`config.mk`:
```
export PLATFORM = sky130hd
export DESIGN_NAME = fifo_uart_tx_bridge
export DESIGN_NICKNAME = d
export VERILOG_FILES = /design/src/rtl/fifo_uart_tx_bridge.sv
export SDC_FILE = /design/constraint.sdc
export NUM_CORES = 1
export LEC_CHECK = 0
export ABC_AREA = 1
export ABC_CLOCK_PERIOD_IN_PS = 2800
export BUFFER_PORTS_ARGS = -buffer_cell sky130_fd_sc_hd__buf_2
export CORE_MARGIN = 5
export CORE_UTILIZATION = 54
export CTS_CLUSTER_SIZE = 8
export DETAILED_ROUTE_END_ITERATION = 10
export GPL_TIMING_DRIVEN = 0
export PLACE_DENSITY = 0.8
export SLEW_MARGIN = 20
export SYNTH_ARGS = -nofsm -noshare
export SYNTH_HDL_FRONTEND = slang
export SYNTH_SLANG_ARGS = --single-unit
```
`constraint.sdc`:
```
create_clock -name clk -period 2.8 [get_ports clk]
set_clock_uncertainty 0.2 [all_clocks]
set_input_delay 0.14 -clock clk [delete_from_list [all_inputs] [get_ports clk]]
set_output_delay 0.14 -clock clk [all_outputs]
set_load 0.01 [all_outputs]
```
`src/rtl/fifo_uart_tx_bridge.sv`:
```
// fifo_uart_tx_bridge
//   Drains 32-bit command words from a normal-mode (non-show-ahead) FIFO and
//   sends each word as four 8N1 UART frames towards the robot radio link.
//   The whole block lives in the FIFO read-clock domain.
//
// Parameters
//   CLKS_PER_BIT  clock cycles per UART bit, must be >= 2
//   MSB_FIRST     1: byte [31:24] goes out first, 0: byte [7:0] goes out first
//
// Ports
//   clk        in   1   FIFO read clock
//   reset      in   1   synchronous, active-high
//   rdempty    in   1   FIFO empty flag, only looked at when a new word may start
//   q          in   32  FIFO read data, valid the cycle after rdreq
//   rdreq      out  1   registered one-cycle read request, one per word
//   tx         out  1   registered UART serial output, idle high
//   busy       out  1   high from the rdreq cycle until the last stop bit ends
//   word_done  out  1   one-cycle pulse right after the fourth stop bit

module fifo_uart_tx_bridge #(
  parameter int CLKS_PER_BIT = 434,
  parameter bit MSB_FIRST    = 1'b1
) (
  input  logic        clk,
  input  logic        reset,
  input  logic        rdempty,
  input  logic [31:0] q,
  output logic        rdreq,
  output logic        tx,
  output logic        busy,
  output logic        word_done
);

  localparam int BAUD_W = (CLKS_PER_BIT > 2) ? $clog2(CLKS_PER_BIT) : 1;
  localparam logic [BAUD_W-1:0] BAUD_LAST = BAUD_W'(CLKS_PER_BIT - 1);

  typedef enum logic [2:0] {
    IDLE,
    READ,
    LATCH,
    START,
    DATA,
    STOP,
    DONE
  } stateT;

  stateT             state, stateNext;
  logic [BAUD_W-1:0] baudCnt, baudNext;
  logic [2:0]        bitCnt, bitNext;
  logic [1:0]        byteIdx, byteNext;
  logic [31:0]       wordReg, wordNext;
  logic              rdreqNext, txNext, busyNext, wordDoneNext;
  logic              lastBaud;
  logic [7:0]        curByte;

  // Maps the transmit slot (0 = first byte on the wire) onto a byte lane of
  // the latched word, honouring the configured byte order.
  function automatic logic [7:0] pickByte(input logic [31:0] w, input logic [1:0] slot);
    logic [1:0] lane;
    lane = MSB_FIRST ? (2'd3 - slot) : slot;
    case (lane)
      2'd0:    pickByte = w[7:0];
      2'd1:    pickByte = w[15:8];
      2'd2:    pickByte = w[23:16];
      default: pickByte = w[31:24];
    endcase
  endfunction

  assign lastBaud = (baudCnt == BAUD_LAST);

  // Next-state logic for the sequencer and its counters. The outputs are
  // decoded from the *next* state so they can be registered alongside the
  // state itself, which keeps tx glitch-free and lines rdreq up with READ.
  // DONE makes the same fetch decision IDLE would, so a waiting word gets its
  // rdreq in the cycle straight after word_done.
  always_comb begin
    stateNext    = state;
    baudNext     = baudCnt;
    bitNext      = bitCnt;
    byteNext     = byteIdx;
    wordNext     = wordReg;
    rdreqNext    = 1'b0;
    txNext       = 1'b1;
    busyNext     = 1'b0;
    wordDoneNext = 1'b0;
    curByte      = 8'h00;

    case (state)
      IDLE: begin
        if (!rdempty) stateNext = READ;
      end
      READ: begin
        stateNext = LATCH;
      end
      LATCH: begin
        wordNext  = q;
        byteNext  = 2'd0;
        bitNext   = 3'd0;
        baudNext  = '0;
        stateNext = START;
      end
      START: begin
        if (lastBaud) begin
          baudNext  = '0;
          bitNext   = 3'd0;
          stateNext = DATA;
        end else begin
          baudNext = baudCnt + 1'b1;
        end
      end
      DATA: begin
        if (lastBaud) begin
          baudNext = '0;
          if (bitCnt == 3'd7) stateNext = STOP;
          else                bitNext   = bitCnt + 3'd1;
        end else begin
          baudNext = baudCnt + 1'b1;
        end
      end
      STOP: begin
        if (lastBaud) begin
          baudNext = '0;
          if (byteIdx == 2'd3) begin
            stateNext = DONE;
          end else begin
            byteNext  = byteIdx + 2'd1;
            stateNext = START;
          end
        end else begin
          baudNext = baudCnt + 1'b1;
        end
      end
      DONE: begin
        stateNext = rdempty ? IDLE : READ;
      end
      default: begin
        stateNext = IDLE;
      end
    endcase

    rdreqNext    = (stateNext == READ);
    wordDoneNext = (stateNext == DONE);
    busyNext     = (stateNext inside {READ, LATCH, START, DATA, STOP});
    if (stateNext == START) begin
      txNext = 1'b0;
    end else if (stateNext == DATA) begin
      curByte = pickByte(wordNext, byteNext);
      txNext  = curByte[bitNext];
    end
  end

  // State, counters, word register and the registered outputs. Reset drops
  // any word in flight and returns the line to idle on the next cycle.
  always_ff @(posedge clk) begin
    if (reset) begin
      state     <= IDLE;
      baudCnt   <= '0;
      bitCnt    <= 3'd0;
      byteIdx   <= 2'd0;
      wordReg   <= 32'h0;
      rdreq     <= 1'b0;
      tx        <= 1'b1;
      busy      <= 1'b0;
      word_done <= 1'b0;
    end else begin
      state     <= stateNext;
      baudCnt   <= baudNext;
      bitCnt    <= bitNext;
      byteIdx   <= byteNext;
      wordReg   <= wordNext;
      rdreq     <= rdreqNext;
      tx        <= txNext;
      busy      <= busyNext;
      word_done <= wordDoneNext;
    end
  end

endmodule

```
==> results of run 1 <==
==> final cells by class <==
type	count	area share (%)
sequential	53	30.67
tap	70	2.532
multi-input combinational	279	42.35
timing repair buffer	67	14.03
buffer	12	1.447
inverter	59	6.474
clock buffer	7	2.495
==> registers in the layout, indices dropped and copies added (netlist names) <==
name and cells:
state 3, tx 1, wordReg 32, bitCnt 3, word_done 1, busy 1, rdreq 1, byteIdx 2
baudCnt 9
==> Yosys cell counts, drive strengths merged <==
cell    instances  area (µm²)
clkbuf          7       26.28
ha              3       37.54
dfxtp          53        1061
nand2          79       311.5
nor4            3       18.77
a221oi          2       17.52
a31oi           1       6.260
o21bai          2       15.01
o21a           13       97.59
o31ai           1       7.510
nor3            7       40.04
or2            27       168.9
nand3          27       147.6
a21oi          12       78.83
xnor2           1       8.760
nor2           61       254.0
a211oi          2       15.01
mux2i           7       70.07
xor2            1       8.760
o21ai          26       130.1
inv            59       224.0
and2            1       6.260
nand4           3       25.02
buf             5       23.77
==> metrics by stage <==
step | hold WS, ns | utilization, % | area [µm²] | total power, W | setup WS, ns
2_1_floorplan | 0.1032 | - | 2800 | 0.001050 | 0.7261
3_3_place_gp | 0.2055 | 60.55 | 3073 | 0.001125 | 0.3593
3_5_place_dp | 0.2121 | 60.55 | 3073 | 0.001132 | 0.3103
4_1_cts | 0.0007691 | 68.17 | 3460 | 0.001597 | 0.2997
5_1_grt | 0.01275 | 68.17 | 3460 | 0.001677 | 0.03043
6_report | 0.002006 | 68.17 | 3460 | 0.001597 | 0.2216
==> worst max path at each step <==
stage | end | from
final | tx | baudCnt[0]
after CTS | tx | baudCnt[0]
after detailed placement | tx | baudCnt[0]
after global placement | tx | baudCnt[0]
after global routing | tx | baudCnt[0]
after floorplan | tx | baudCnt[0]
==> worst register-to-register path, cell delays in order (launching register included) <==
cell,delay [ns]
dfxtp_1,0.41
ha_1,0.19
nand2_1,0.06
nor2_1,0.13
nand2_2,0.14
nand2_1,0.09
nand2_1,0.08
a21oi_2,0.40
nor2_2,0.13
nand2_1,0.12
nand3_1,0.11
nand2_1,0.08
nand3_1,0.06
nand3_1,0.09
nand2_1,0.05
nor2_1,0.09
nor2_1,0.05
==> repair_timing <==
item | CTS | global route
hold buffers | 30 | 0
endpoints found under the setup margin | 0 | 0
hold endpoints to repair | 30 | 0
==> where the power goes <==
group / internal [W] / total [W] / switching [W]
Clock: 0.000197 / 0.000438 / 0.000241
Sequential: 0.000802 / 0.000819 / 0.0000167
Combinational: 0.000156 / 0.000341 / 0.000184
==> metal layers <==
layer / vias up / share of wire (%) / GRT usage [%]
li1: 1419 / - / -
met2: 94 / 49 / 39.10
met5: - / 0 / 0
met1: 1223 / 42 / 27.91
met4: 0 / 3.7 / 11.46
met3: 28 / 5.8 / 4.715
==> logic make-up (layout without fill, tap and decap cells) <==
| group | count (synthesis) | in the layout | share of synthesized area, % |
|---|---|---|---|
| adder cells (fa/ha/maj) | 3 | 3 | 1.341 |
| XOR/XNOR | 2 | 2 | 0.6257 |
| AND/OR/NAND/NOR | 208 | 208 | 34.72 |
| multiplexers | 7 | 7 | 2.502 |
| buffers and inverters | 71 | 145 | 9.786 |
| AO/OA/AOI/OAI | 59 | 59 | 13.14 |
| flip-flops | 53 | 53 | 37.89 |
==> qor.csv, run 1 <==
stage,metric,value,unit
die,DIE HEIGHT,82.01,µm
final_layout,antenna cells,0,
clocking,Sink Count,53,
placed_design,post-detail-place hpwl,4.740,mm
critical_path,WP depth,16,
power_and_ir_drop,Max VDD drop,315.0,µV
critical_path,R2R Setup Slk,0.22,ns
drt,final WL,7.180,mm
drt,Via density,5.053,
timing,RSZ-0062 raised after global routing,false,
final_layout,Layout fillers,438,
critical_path,Crit Path Max Fanout,9,
worst_hold_path,Worst Hold Class,primary input to register,
worst_hold_path,min-delay src,q[7],
synthesis,Mapped Area,2800,µm²
final_layout,multi-input logic area,1465,µm²
global_routing,vias in the first global route,2702,
final_layout,Post-Layout Cell Count,547,
synthesis,"Distinct cells, synth",37,
drt,Avg WL per Cell,13.13,µm
final_layout,final net count,515,
synthesis,Yosys warning total,0,
run,max cap viols,0,
critical_path,crit-path leading delay family,simple AND/OR/NAND/NOR gates,
critical_path,critical path endpoint category,register,
timing,Final Setup Violations,0,
die,core area,5075,µm²
clocking,CTS tree,built,
critical_path,Startpoint Class,register,
drt,Antenna Violating Nets Remaining,0,
critical_path,CP max stage delay,0.41,ns
placed_design,Routability Congestion,0.8174,
critical_path,Worst EP required,2.80,ns
timing,Final Max Slew Viols,0,
critical_path,"critical path, cell by cell",ha_1 -> nand2_1 -> nor2_1 -> nand2_2 -> nand2_1 -> nand2_1 -> a21oi_2 -> nor2_2 -> nand2_1 -> nand3_1 -> nand2_1 -> nand3_1 -> nand3_1 -> nand2_1 -> nor2_1 -> nor2_1,
power_and_ir_drop,leakage power,1.691,nW
clocking,htree depth,2,
run_status,outcome,"finished, final reports clean",
clocking,post-cts sizing count,0,
timing,Final Cycle Share,92.09,%
die,Die X-Extent,82.01,µm
clocking,worst skew pair latency,0.31,ns
clocking,clock root buffer master,clkbuf_8,
synthesis,syn nets,441,
timing,worst slew pin tran,0.6161,ns
global_routing,largest net degree at the start of global routing,15,
critical_path,data arrival time of the worst path,2.58,ns
die,Row Count,26,
clocking,setup bufs post-CTS,0,
placed_design,number of port buffers,37,
drt,drt first pass iters,4,
global_routing,Total Routing Usage GR,23.19,%
synthesis,#FFs+latches synth,53,
critical_path,Setup Crit Path Kind,register to register,
final_layout,"leading cell type in the layout, fill and taps excluded",nand2_1,
die,die footprint,6726,µm²
synthesis,Mapped Avg Cell Area,6.948,µm²
clocking,TritonCTS Buffers,5,
critical_path,CP most frequent cell,nand2_1,
final_layout,FF+latch area,1061,µm²
critical_path,Buf/Inv on CP,0,
critical_path,RR Endpoint,tx,
drt,DRC Markers,0,
timing,Final TNS setup,0,ns
die,Ports,39,
placed_design,DP Cell Count,510,
die,Initial Util,55.18,%
global_routing,first-pass GRT wire length,11.90,mm
timing,Final Hold Fails,0,
final_layout,most frequent cells in the layout,"nand2_1 (75), inv_1 (58), nor2_1 (57)",
global_routing,global route total overflow,0,
clocking,clk buf depth,2,
worst_hold_path,Hold Path Depth,4,
critical_path,Slowest cell on crit path,dfxtp_1,
synthesis,cells after synthesis,403,
timing,Achievable Freq,387.8,MHz
final_layout,area delta synth->final,23.55,%
worst_hold_path,Hold Crit Endpoint,wordReg[7],
drt,Via Count,2764,
drt,DRT iter0 DRCs,205,
timing,relative slew slack,58.93,%
global_routing,initial antenna violation count,0,
clocking,Worst-path clk slew,0.09,ns
timing,min Tclk post-route,2.578,ns
power_and_ir_drop,pwr/cell area,461.7,nW/µm²
synthesis,"Seq/Total Area, Yosys",37.89,%
critical_path,cell depth of the worst flop-to-flop path,16,
critical_path,Worst R2R Start,baudCnt[0],
final_layout,layout cells sized above 1,16.98,%
Power figures use the tool's default switching activity.
==> inputs of run 2 (changes only) <==
==> constraint.sdc (replaced) <==
create_clock -name clk -period 2.8 [get_ports clk]
set_clock_uncertainty 0.2 [all_clocks]
set_input_delay 0.28 -clock clk [delete_from_list [all_inputs] [get_ports clk]]
set_output_delay 0.28 -clock clk [all_outputs]
set_load 0.01 [all_outputs]
==> qor.csv, run 2 (synthesis gave the netlist of run 1 again) <==
stage,metric,value,unit,change
run_status,outcome,"finished, final reports clean",,unchanged
critical_path,Buf/Inv on CP,0,,unchanged
critical_path,Worst EP required,2.80,ns,about the same
critical_path,R2R Setup Slk,0.28,ns,was 0.22 ns
global_routing,first-pass GRT wire length,10.90,mm,was 11.90 mm
critical_path,Slowest cell on crit path,dfxtp_1,,unchanged
critical_path,CP most frequent cell,nand2_1,,unchanged
clocking,post-cts sizing count,0,,unchanged
critical_path,cell depth of the worst flop-to-flop path,16,,unchanged
critical_path,CP max stage delay,0.41,ns,about the same
drt,Via density,4.992,,was 5.053
global_routing,global route total overflow,0,,unchanged
global_routing,largest net degree at the start of global routing,15,,unchanged
critical_path,Setup Crit Path Kind,register to register,,unchanged
critical_path,Startpoint Class,register,,unchanged
drt,DRC Markers,0,,unchanged
final_layout,area delta synth->final,12.82,%,was 23.55%
power_and_ir_drop,clock share of power,28.1,%,was 27.4%
clocking,cts hold-fix bufs,0,,was 30
clocking,worst skew pair latency,0.31,ns,about the same
clocking,setup bufs post-CTS,0,,unchanged
worst_hold_path,Worst Hold Class,primary input to register,,unchanged
die,Initial Util,55.18,%,unchanged
power_and_ir_drop,pwr/cell area,492.0,nW/µm²,was 461.7 nW/µm²
global_routing,vias in the first global route,2511,,was 2702
final_layout,"leading cell type in the layout, fill and taps excluded",nand2_1,,unchanged
drt,final WL,6.383,mm,was 7.180 mm
power_and_ir_drop,switching portion of total power,27.46,%,was 27.68%
global_routing,initial antenna violation count,0,,unchanged
drt,Antenna Violating Nets Remaining,0,,unchanged
timing,Achievable Freq,397.0,MHz,was 387.8 MHz
timing,worst slew pin tran,0.5971,ns,was 0.6161 ns
placed_design,Routability Congestion,0.8174,,unchanged
timing,Final TNS setup,0,ns,unchanged
drt,Via Count,2581,,was 2764
timing,min Tclk post-route,2.519,ns,was 2.578 ns
worst_hold_path,min-delay src,q[31],,was q[7]
final_layout,Top Registers,"wordReg: 32 flops, baudCnt: 9 flops",,unchanged
final_layout,max reg flops,32,,unchanged
die,Row Count,26,,unchanged
final_layout,most frequent cells in the layout,"nand2_1 (75), inv_1 (58), nor2_1 (57)",,unchanged
clocking,clk buf depth,2,,unchanged
run,max cap viols,0,,unchanged
placed_design,number of port buffers,37,,unchanged
worst_hold_path,Hold Crit Endpoint,wordReg[31],,was wordReg[7]
power_and_ir_drop,Psw,0.0004268,W,was 0.0004421 W
die,core area,5075,µm²,unchanged
final_layout,layout cells sized above 1,18.12,%,was 16.98%
timing,Final Cycle Share,89.97,%,was 92.09%
power_and_ir_drop,Max VDD drop,299.2,µV,was 315.0 µV
die,Die X-Extent,82.01,µm,unchanged
critical_path,Worst R2R Start,baudCnt[0],,unchanged
power_and_ir_drop,Power Internal,0.001127,W,was 0.001155 W
critical_path,"critical path, cell by cell",ha_1 -> nand2_1 -> nor2_1 -> nand2_2 -> nand2_1 -> nand2_1 -> a21oi_2 -> nor2_2 -> nand2_1 -> nand3_1 -> nand2_1 -> nand3_1 -> nand3_1 -> nand2_1 -> nor2_1 -> nor2_1,,unchanged
timing,relative slew slack,60.05,%,was 58.93%
critical_path,data arrival time of the worst path,2.52,ns,was 2.58 ns
clocking,clock root buffer master,clkbuf_8,,unchanged
clocking,htree depth,2,,unchanged
placed_design,post-detail-place hpwl,4.740,mm,unchanged
die,DIE HEIGHT,82.01,µm,unchanged
critical_path,RR Endpoint,tx,,unchanged
drt,DRT iter0 DRCs,169,,was 205
clocking,Worst-path clk slew,0.09,ns,about the same
critical_path,Crit Path Max Fanout,9,,unchanged
clocking,Sink Count,53,,unchanged
final_layout,antenna cells,0,,unchanged
power_and_ir_drop,sequential power share,52.6,%,was 51.3%
drt,drt first pass iters,4,,unchanged
power_and_ir_drop,Comb power frac,19.2,%,was 21.3%
die,Ports,39,,unchanged
critical_path,critical path endpoint category,register,,unchanged
timing,Final Setup Violations,0,,unchanged
global_routing,Total Routing Usage GR,20.92,%,was 23.19%
timing,Final Max Slew Viols,0,,unchanged
drt,Avg WL per Cell,12.35,µm,was 13.13 µm
final_layout,Layout fillers,489,,was 438
final_layout,final cell utilization of the core,62.25,%,was 68.17%
power_and_ir_drop,leakage power,1.566,nW,was 1.691 nW
clocking,TritonCTS Buffers,5,,unchanged
final_layout,final net count,485,,was 515
final_layout,largest register by flop count,wordReg,,unchanged
die,die footprint,6726,µm²,unchanged
critical_path,crit-path leading delay family,simple AND/OR/NAND/NOR gates,,unchanged
worst_hold_path,Hold Path Depth,3,,was 4
timing,Final Hold Fails,0,,unchanged
clocking,CTS tree,built,,unchanged
timing,RSZ-0062 raised after global routing,false,,unchanged
[run 2: cell types whose count changed in the layout (fill, tap and decap cells not counted)]
cell and delta:
dlygate4sd3_1 -30
[run 2: power by group through the flow]
stage,Clock [W],Sequential [W],Combinational (W)
3_3_place_gp,0,0.000833,0.000292
2_1_floorplan,0,0.000834,0.000216
6_report,0.000437,0.000818,0.000299
5_1_grt,0.000478,0.000823,0.000338
4_1_cts,0.000448,0.000818,0.000299
3_5_place_dp,0,0.000836,0.000296
[run 2: how the worst max path moves through the flow]
stage                     startpoint  endpoint  cells after the start
after global placement    baudCnt[0]        tx                     16
final                     baudCnt[0]        tx                     16
after CTS                 baudCnt[0]        tx                     16
after detailed placement  baudCnt[0]        tx                     16
after floorplan           baudCnt[0]        tx                     16
after global routing      baudCnt[0]        tx                     16
[run 2: routing by layer]
| layer | vias to the layer above | wire (µm) | GRT usage (%) |
|---|---|---|---|
| met5 | - | 0 | 0 |
| met3 | 8 | 363 | 4.167 |
| met2 | 67 | 3072 | 35.62 |
| met4 | 0 | 101 | 6.645 |
| li1 | 1356 | - | - |
| met1 | 1150 | 2847 | 26.41 |
[run 2: final cells by class]
class | count | area [µm²] | area share [%]
clock buffer | 7 | 86.33 | 2.733
tap | 70 | 87.58 | 2.772
buffer | 12 | 50.05 | 1.584
inverter | 59 | 224.0 | 7.089
timing repair buffer | 37 | 185.2 | 5.861
multi-input combinational | 279 | 1465 | 46.38
sequential | 53 | 1061 | 33.58
[run 2: through the flow]
stage / area [µm²] / hold slack [ns] / instances / setup WS (ns) / power (W)
floorplan: 2800 / 0.2432 / 403 / 0.7261 / 0.001050
global placement: 3073 / 0.2712 / 510 / 0.3593 / 0.001125
detailed placement: 3073 / 0.2825 / 510 / 0.3103 / 0.001132
CTS: 3159 / 0.03153 / 517 / 0.2997 / 0.001565
global route: 3159 / 0.04311 / 517 / 0.06244 / 0.001638
finish: 3159 / 0.03223 / 517 / 0.2809 / 0.001554
[run 2: worst reg2reg max path, stage by stage, from the launching register on]
cell and delay (ns):
dfxtp_1 0.41, ha_1 0.19, nand2_1 0.06, nor2_1 0.13, nand2_2 0.14, nand2_1 0.09
nand2_1 0.08, a21oi_2 0.39, nor2_2 0.12, nand2_1 0.09, nand3_1 0.11, nand2_1 0.08
nand3_1 0.06, nand3_1 0.07, nand2_1 0.05, nor2_1 0.09, nor2_1 0.05
